### config.mk
export PLATFORM = sky130hd
export DESIGN_NAME = ftf_encoder_pipe
export DESIGN_NICKNAME = d
export VERILOG_FILES = /design/src/rtl/ftf_pkg.sv /design/src/rtl/ftf_enc_stage.sv /design/src/rtl/ftf_encoder_pipe.sv
export SDC_FILE = /design/constraint.sdc
export NUM_CORES = 1
export LEC_CHECK = 0
export ABC_CLOCK_PERIOD_IN_PS = 15400
export CAP_MARGIN = 30
export CORE_ASPECT_RATIO = 0.75
export CORE_UTILIZATION = 40
export CTS_CLUSTER_SIZE = 10
export DETAILED_ROUTE_END_ITERATION = 16
export SYNTH_ARGS = -nofsm -noshare
export SYNTH_HDL_FRONTEND = slang
export SYNTH_SLANG_ARGS = --single-unit
### constraint.sdc
create_clock -name clock -period 15.4 [get_ports clock]
set_input_delay 1.54 -clock clock [delete_from_list [all_inputs] [get_ports clock]]
set_output_delay 1.54 -clock clock [all_outputs]
set_load 0.01 [all_outputs]
### src/rtl/ftf_pkg.sv
// Fibonacci-numeral-system constants and sizing helpers for the FTF crosstalk-avoidance encoder.
package ftf_pkg;

  function automatic logic [63:0] fns(input int k);
    logic [63:0] a;
    logic [63:0] b;
    logic [63:0] t;
    a = 64'd1;
    b = 64'd1;
    for (int j = 3; j <= k; j++) begin
      t = a + b;
      a = b;
      b = t;
    end
    return b;
  endfunction

  function automatic logic [63:0] ftf_weight(input int i);
    return fns(i + 1);
  endfunction

  // Odd positions use the next Fibonacci number so a 1 never sits next to a forbidden pattern.
  function automatic logic [63:0] ftf_thresh(input int i);
    return (i % 2 == 0) ? fns(i + 1) : fns(i + 2);
  endfunction

  function automatic int ftf_data_w(input int code_w);
    logic [63:0] n;
    int w;
    n = fns(code_w + 1);
    w = 1;
    for (int j = 0; j < 64; j++)
      if ((64'd1 << j) < n) w = j + 1;
    return w;
  endfunction

  function automatic int ftf_stages(input int code_w, input int bits_per_stg);
    return (code_w - 1 + bits_per_stg - 1) / bits_per_stg;
  endfunction

endpackage

### src/rtl/ftf_enc_stage.sv
// One pipeline stage: greedy MSB-first FNS digit slice plus its valid/ready-gated register.
module ftf_enc_stage
  import ftf_pkg::*;
#(
  parameter int CODE_W  = 29,
  parameter int DATA_W  = 20,
  parameter int TOP_BIT = 28,
  parameter int NBITS   = 7,
  parameter bit LAST    = 1'b0
) (
  input  logic              clock,
  input  logic              reset_n,
  input  logic              next_en,
  input  logic              prev_valid,
  input  logic [CODE_W-1:0] prev_code,
  input  logic [DATA_W-1:0] prev_rem,
  input  logic              prev_err,
  output logic              en,
  output logic              valid,
  output logic [CODE_W-1:0] code,
  output logic [DATA_W-1:0] rem,
  output logic              err
);

  logic [DATA_W-1:0] r_c [NBITS+1];
  logic [NBITS-1:0]  bits;
  logic [CODE_W-1:0] code_n;

  assign r_c[0] = prev_rem;

  for (genvar k = 0; k < NBITS; k++) begin : g_bit
    localparam logic [DATA_W-1:0] W = DATA_W'(ftf_weight(TOP_BIT - k));
    localparam logic [DATA_W-1:0] T = DATA_W'(ftf_thresh(TOP_BIT - k));
    assign bits[NBITS-1-k] = (r_c[k] >= T);
    assign r_c[k+1]        = bits[NBITS-1-k] ? (r_c[k] - W) : r_c[k];
  end

  always_comb begin
    code_n                   = prev_code;
    code_n[TOP_BIT -: NBITS] = bits;
    if (LAST) code_n[0] = r_c[NBITS][0];
    // Out-of-range words leave the pipe as an all-zero code.
    if (prev_err) code_n = '0;
  end

  assign en = !valid | next_en;

  always_ff @(posedge clock or negedge reset_n) begin
    if (!reset_n) begin
      valid <= 1'b0;
      code  <= '0;
      rem   <= '0;
      err   <= 1'b0;
    end else if (en) begin
      valid <= prev_valid;
      code  <= code_n;
      rem   <= r_c[NBITS];
      err   <= prev_err;
    end
  end

endmodule

### src/rtl/ftf_encoder_pipe.sv
// Pipelined FNS forbidden-transition-free encoder, one word per cycle, valid/ready on both sides.
// Build option RANGE_CHECK_EN: flag inputs >= FNS(CODE_W+1) and emit them as out_err=1, out_code=0.
module ftf_encoder_pipe
  import ftf_pkg::*;
#(
  parameter  int CODE_W       = 29,
  parameter  int BITS_PER_STG = 7,
  localparam int DATA_W       = ftf_data_w(CODE_W),
  localparam int STAGES       = ftf_stages(CODE_W, BITS_PER_STG)
) (
  input  logic              clock,
  input  logic              reset_n,
  input  logic [DATA_W-1:0] in_data,
  input  logic              in_valid,
  output logic              in_ready,
  output logic [CODE_W-1:0] out_code,
  output logic              out_valid,
  input  logic              out_ready,
  output logic              out_err
);

  localparam logic [63:0] LIMIT = fns(CODE_W + 1);

  logic              valid_s [STAGES+1];
  logic [CODE_W-1:0] code_s  [STAGES+1];
  logic [DATA_W-1:0] rem_s   [STAGES+1];
  logic              err_s   [STAGES+1];
  logic              en_s    [STAGES+1];

  assign valid_s[0]  = in_valid;
  assign code_s[0]   = '0;
  assign rem_s[0]    = in_data;
  assign en_s[STAGES] = out_ready;

`ifdef RANGE_CHECK_EN
  assign err_s[0] = (64'(in_data) >= LIMIT);
`else
  assign err_s[0] = 1'b0;
`endif

  for (genvar s = 0; s < STAGES; s++) begin : g_stg
    localparam int TOP = CODE_W - 1 - s * BITS_PER_STG;
    localparam int LOW = (CODE_W - (s + 1) * BITS_PER_STG > 1) ?
                         (CODE_W - (s + 1) * BITS_PER_STG) : 1;
    ftf_enc_stage #(
      .CODE_W (CODE_W),
      .DATA_W (DATA_W),
      .TOP_BIT(TOP),
      .NBITS  (TOP - LOW + 1),
      .LAST   (s == STAGES - 1)
    ) u_stg (
      .clock     (clock),
      .reset_n   (reset_n),
      .next_en   (en_s[s+1]),
      .prev_valid(valid_s[s]),
      .prev_code (code_s[s]),
      .prev_rem  (rem_s[s]),
      .prev_err  (err_s[s]),
      .en        (en_s[s]),
      .valid     (valid_s[s+1]),
      .code      (code_s[s+1]),
      .rem       (rem_s[s+1]),
      .err       (err_s[s+1])
    );
  end

  // Hold off the source while reset is asserted even though the stages read as empty.
  assign in_ready  = en_s[0] & reset_n;
  assign out_valid = valid_s[STAGES];
  assign out_code  = code_s[STAGES];
  assign out_err   = err_s[STAGES];

endmodule

### Yosys cells after proc, flatten, opt, wreduce, memory -nomap -nowiden

Cells that the tools add are included.

* output and inout port bits: 32
* word-level logic and storage cells: 104
* register bits: 135
* input port bits: 24

* reduce and logical (&&, ||, !) cells: 4
* muxes and demuxes: 28
* $add $sub $neg: 28
* order comparisons: 28
* bitwise gates (word level): 5

Operators by type and width (count)
* 2-to-1 mux 20 bit: 27
* >= comparator 20 x 10 -> 1 bit (second input constant): 2
* >= comparator 20 x 11 -> 1 bit (second input constant): 2
* >= comparator 20 x 13 -> 1 bit (second input constant): 2
* >= comparator 20 x 14 -> 1 bit (second input constant): 2
* >= comparator 20 x 15 -> 1 bit (second input constant): 2
* >= comparator 20 x 17 -> 1 bit (second input constant): 2
* >= comparator 20 x 18 -> 1 bit (second input constant): 2
* >= comparator 20 x 19 -> 1 bit (second input constant): 2
* >= comparator 20 x 2 -> 1 bit (second input constant): 2
* >= comparator 20 x 3 -> 1 bit (second input constant): 2
* >= comparator 20 x 4 -> 1 bit (second input constant): 2
* >= comparator 20 x 6 -> 1 bit (second input constant): 2
* >= comparator 20 x 7 -> 1 bit (second input constant): 2
* >= comparator 20 x 8 -> 1 bit (second input constant): 2
* subtractor 20 x 10 -> 20 bit (second input constant): 2
* subtractor 20 x 13 -> 20 bit (second input constant): 2
* subtractor 20 x 15 -> 20 bit (second input constant): 2
* subtractor 20 x 17 -> 20 bit (second input constant): 2
* subtractor 20 x 19 -> 20 bit (second input constant): 2
* subtractor 20 x 2 -> 20 bit (second input constant): 2
* subtractor 20 x 4 -> 20 bit (second input constant): 2
* subtractor 20 x 6 -> 20 bit (second input constant): 2
* subtractor 20 x 8 -> 20 bit (second input constant): 2
* 14 further kinds: 20

### Longest topological paths before layout

* depth in word-level cells: 14
* gate-level depth with buffers: 63
* depth with buffers taken out: 54

### Hierarchy

Synthesis repeated with hierarchy kept, for this count alone.

* cells, all modules: 4424
* area, all modules: 32981.6 sq um

Modules (own cells, without submodules)
* ftf_enc_stage (g_stg[0].u_stg): seq. area each 1276.2 sq um, instances 1, area each 8996.1 sq um, cells an instance 1184
* ftf_enc_stage (g_stg[1].u_stg): seq. area each 1276.2 sq um, instances 1, area each 8693.3 sq um, cells an instance 1172
* ftf_enc_stage (g_stg[2].u_stg): seq. area each 1276.2 sq um, instances 1, area each 8049.0 sq um, cells an instance 1081
* ftf_enc_stage (g_stg[3].u_stg): seq. area each 1276.2 sq um, instances 1, area each 7233.2 sq um, cells an instance 985
* ftf_encoder_pipe: seq. area each 0.0 sq um, instances 1, area each 10.0 sq um, cells an instance 2

### Least setup slack after synthesis

Ideal clock, no wire load.

* kind: in2reg
* start: in in_data[0]
* end: reg g_stg[0].u_stg.rem[8]
* arrival time: 13.232 ns
* library setup time: 0.124 ns
* required time: 15.276 ns
* buffers on the path: 9
* path slack: 2.045 ns
* stages on the path: 57
* cell sequence: buf_2 > inv_1 > ha_1 > nand2b_1 > a21oi_1 > o41ai_1 > nand2_1 > buf_2 > buf_1 > a21boi_0 > inv_1 > ha_1 > nand2b_1 > a311oi_1 > o311ai_2 > a211o_1 > buf_4 > nand2_1 > [... 21 more ...] > a311oi_4 > o211ai_2 > buf_6 > a31oi_1 > xor2_1 > ha_1 > or3b_2 > o31a_1 > o2111a_1 > a211oi_1 > o31a_1 > a21oi_1 > xnor2_1 > o211a_2 > a2111oi_0 > o311ai_0 > and3_1 > o31a_1

* longest elaborated chain between the ends: 14
* elaborated cells between the ends (all ways): 21
* those cells by class: add/sub: 7; order compare: 7; mux: 7

RTL lines
* from (decl): line ftf_encoder_pipe.sv:13 `input logic [DATA_W-1:0] in_data,`
* subtractor 20 x 19 -> 20 bit / >= comparator 20 x 19 -> 1 bit (equally long branches): line ftf_enc_stage.sv:35, ftf_enc_stage.sv:34
* 2-to-1 mux 20 bit *: line ftf_enc_stage.sv:35 `assign r_c[k+1] = bits[NBITS-1-k] ? (r_c[k] - W) : r_c[k];`
* subtractor 20 x 19 -> 20 bit / >= comparator 20 x 19 -> 1 bit (equally long branches): line ftf_enc_stage.sv:35, ftf_enc_stage.sv:34
* 2-to-1 mux 20 bit *: line ftf_enc_stage.sv:35
* subtractor 20 x 18 -> 20 bit / >= comparator 20 x 18 -> 1 bit (equally long branches): line ftf_enc_stage.sv:35, ftf_enc_stage.sv:34
* 2-to-1 mux 20 bit *: line ftf_enc_stage.sv:35
* subtractor 20 x 17 -> 20 bit / >= comparator 20 x 18 -> 1 bit (equally long branches): line ftf_enc_stage.sv:35, ftf_enc_stage.sv:34
* 2-to-1 mux 20 bit *: line ftf_enc_stage.sv:35
* subtractor 20 x 17 -> 20 bit / >= comparator 20 x 17 -> 1 bit (equally long branches): line ftf_enc_stage.sv:35, ftf_enc_stage.sv:34
* 2-to-1 mux 20 bit *: line ftf_enc_stage.sv:35
* subtractor 20 x 16 -> 20 bit / >= comparator 20 x 17 -> 1 bit (equally long branches): line ftf_enc_stage.sv:35, ftf_enc_stage.sv:34
* 2-to-1 mux 20 bit *: line ftf_enc_stage.sv:35
* subtractor 20 x 15 -> 20 bit / >= comparator 20 x 15 -> 1 bit (equally long branches): line ftf_enc_stage.sv:35, ftf_enc_stage.sv:34
* 2-to-1 mux 20 bit *: line ftf_enc_stage.sv:35
* to (signal assigned): line ftf_enc_stage.sv:57 `rem <= r_c[NBITS];`
* to (decl): line ftf_enc_stage.sv:21 `output logic [DATA_W-1:0] rem,`

Every way passes the cells marked *; elsewhere a longest branch is shown, timed or not.
A chain may end at the register's enable or synchronous reset.

### Final worst setup path

Same ends and word-level chain as after synthesis.

==> results.toml <==
[clock_network]
cts_buffers = 17
path_clk_slew_ns = 0.07
cts_root_buf = "clkbuf_16"
clockBufferDepth = 2
ctsHoldBuffers = 0
clkLatencyLatePin_ns = 0.47
clock_sinks = 135
htree_num_levels = 4
cts_tree = "built"

[route]
dr.pass1.iters = 6
ant_nets = 0
drtIter0Drc = 3424
vias = 29600
viasPerCell = 6.31
routed_wl_um = 87300
wl_per_cell_um = 18.6
drc = 0

[place]
gp_routability_congestion = 0.959
dp_hpwl_um = 69300
post_dp_cell_area_um2 = 28200
pre_cts_ws_ns = 0.722
portBuffers = 54

[min_path]
hold_path.class = "reg -> reg"
hold_start = "g_stg[2].u_stg.code[21]"
holdPathStages = 2
hold_end = "g_stg[2].u_stg.code[21]"

[cells_and_area]
final_common_cell = "nand2_1"
final_cell_mix = "nand2_1, nor2_1, xnor2_1, a21oi_1, o21ai_0"
nNetsFinal = 3869
area_delta_synth_final_pct = 6.14
fill_cells = 6857
diodes = 0
drive_gt1_frac = 0.0847
final_cell_area_um2 = 28800

[worst_setup_path]
crit_path_top_delay_cell = "clkdlybuf4s50_1"
cp_common_cell = "a21oi_1"
required_ns = 15.75
critPathMaxFanout = 18
r2r_start = "g_stg[0].u_stg.rem[1]"
cp-end-kind = "flip-flop"
r2r_end = "g_stg[1].u_stg.rem[9]"
cp-start-kind = "input pin"
crit_family = "compound AO/OA/AOI/OAI gates"
worstRegToRegCells = 49
slowest_delay_ns = 0.64
critPathKind = "in -> reg"
r2r_slack_ns = 1.07
path_buf_inv = 5
cp_data_arrival_time_ns = 14.73

[grt]
grt_pass1_wl_um = 140000
grt-ovfl-total = 0
grt_use_met1 = 0.411
grt_max_degree = 49
antenna_found_initial = 0
grt_pass1_vias = 25300
grtUsageTotal = 0.246
use_met3 = 0.0333
top_usage_layer = "met1"
grtUsageMet2 = 0.324

[floorplanning]
start_util = 0.405
die_h_um = 228
dieArea_um2 = 69000
ioPinCount = 56
die_w_um = 303
core_area_um2 = 67000
fp-row-count = 82

[synth]
synth_enable_flop_cells = 0
ys_seq_area_frac = 0.124
yosys_warnings = 0
syn_area_per_cell_um2 = 7.02
synth-seq-cells = 135
ys_types = 142
syn_area_um2 = 27200
ys_async_sr_fraction = 1.00
synth_cells = 3870
synthFlopType = "dfrtp_1"
syn_nets = 3950

[sta]
layout_min_cycle_time_ns = 14.38
fin_crit_sh = 0.934
tightest_slew_ns = 1.13
setup_tns_ns = 0
max_freq_mhz = 69.5
maxSlewViolCount = 0
hold_violations = 0
setup_ws_ns = 1.02
rsz0062_at_grt = "false"
clock_skew_ns = 0.0131
setup_viol = 0
relSlewSlack = 0.246

[flow_run]
max-cap-violations = 0

[run_status]
status = "finished, final reports clean"
[layout make-up]
class / count / area [um2] / share of cell area
clock buffer: 17 / 425 / 0.0148
clock inverter: 15 / 174 / 0.00603
inverter: 99 / 372 / 0.0129
multi-input combinational: 3424 / 22400 / 0.776
sequential: 135 / 3380 / 0.117
tap: 882 / 1100 / 0.0383
timing repair buffer: 112 / 993 / 0.0345
[sequential cells by signal, summed over array words and instances (netlist names)]
name               cells
g_stg.u_stg.rem       60
g_stg.u_stg.valid      4
g_stg.u_stg.code      71
[metrics by stage]
stage,utilization,instances,hold slack [ns]
finish,0.430,4684,0.466
detailed placement,0.421,4649,0.456
global placement,0.420,4646,0.450
floorplan,-,3870,0.439
global route,0.430,4684,0.493
CTS,0.430,4681,0.470
[logic make-up (layout without fill, tap and decap cells)]
group	after synthesis	in the layout	synth area share
AOI/OAI and AO/OA	1226	1226	0.326
xor gates and xnor gates	383	383	0.125
adders and majority gates	56	56	0.0258
buffers and inverters	311	243	0.0534
DFF	135	135	0.124
muxes	70	70	0.0270
other	1	1	0.000138
and+or+nand+nor	1688	1688	0.318
[worst max path at each step]
stage / startpoint / end / slack, ns / depth (start not counted)
2_1_floorplan: in_data[0] / g_stg[0].u_stg.rem[8] / 2.04 / 57
3_3_place_gp: g_stg[0].u_stg.rem[8] / g_stg[1].u_stg.rem[9] / 0.85 / 49
3_5_place_dp: in_data[0] / g_stg[0].u_stg.rem[18] / 0.72 / 51
4_1_cts: g_stg[0].u_stg.rem[8] / g_stg[1].u_stg.rem[9] / 0.72 / 49
5_1_grt: g_stg[0].u_stg.rem[1] / g_stg[1].u_stg.rem[11] / 0.04 / 49
6_report: in_data[0] / g_stg[0].u_stg.rem[8] / 1.02 / 50
[metal layers]
metal  up-vias  part of all wire
met1     14000              0.53
met5         -                 0
met4         0            0.0080
met2      1181              0.38
met3        40             0.080
li1      14400                 -
[cells in the mapped netlist (69+ instances only)]
| cell type | instances | share of area |
|---|---|---|
| xnor2_1 | 277 | 0.089 |
| dfrtp_1 | 135 | 0.12 |
| a21oi_1 | 232 | 0.043 |
| nor3_1 | 124 | 0.023 |
| nand2_1 | 456 | 0.063 |
| a31oi_1 | 83 | 0.019 |
| clkbuf_1 | 97 | 0.013 |
| inv_1 | 96 | 0.013 |
| nand3_1 | 133 | 0.025 |
| o21ai_0 | 185 | 0.034 |
| xor2_1 | 101 | 0.033 |
| nor2_1 | 392 | 0.054 |
| o211ai_1 | 69 | 0.019 |
[tightest hold or removal path: stages, from the launching register on]
cell	delay [ns]
dfrtp_1	0.34
nand2_1	0.05
nand2_1	0.05
[what timing repair did]
action,in CTS,in global routing
endpoints found under the setup margin,0,26
buffers inserted,0,3
resized for setup,0,4
Power is left out: the tool's default activity adds up to more than one toggle a clock period on the data nets, which glitch-free logic cannot reach.
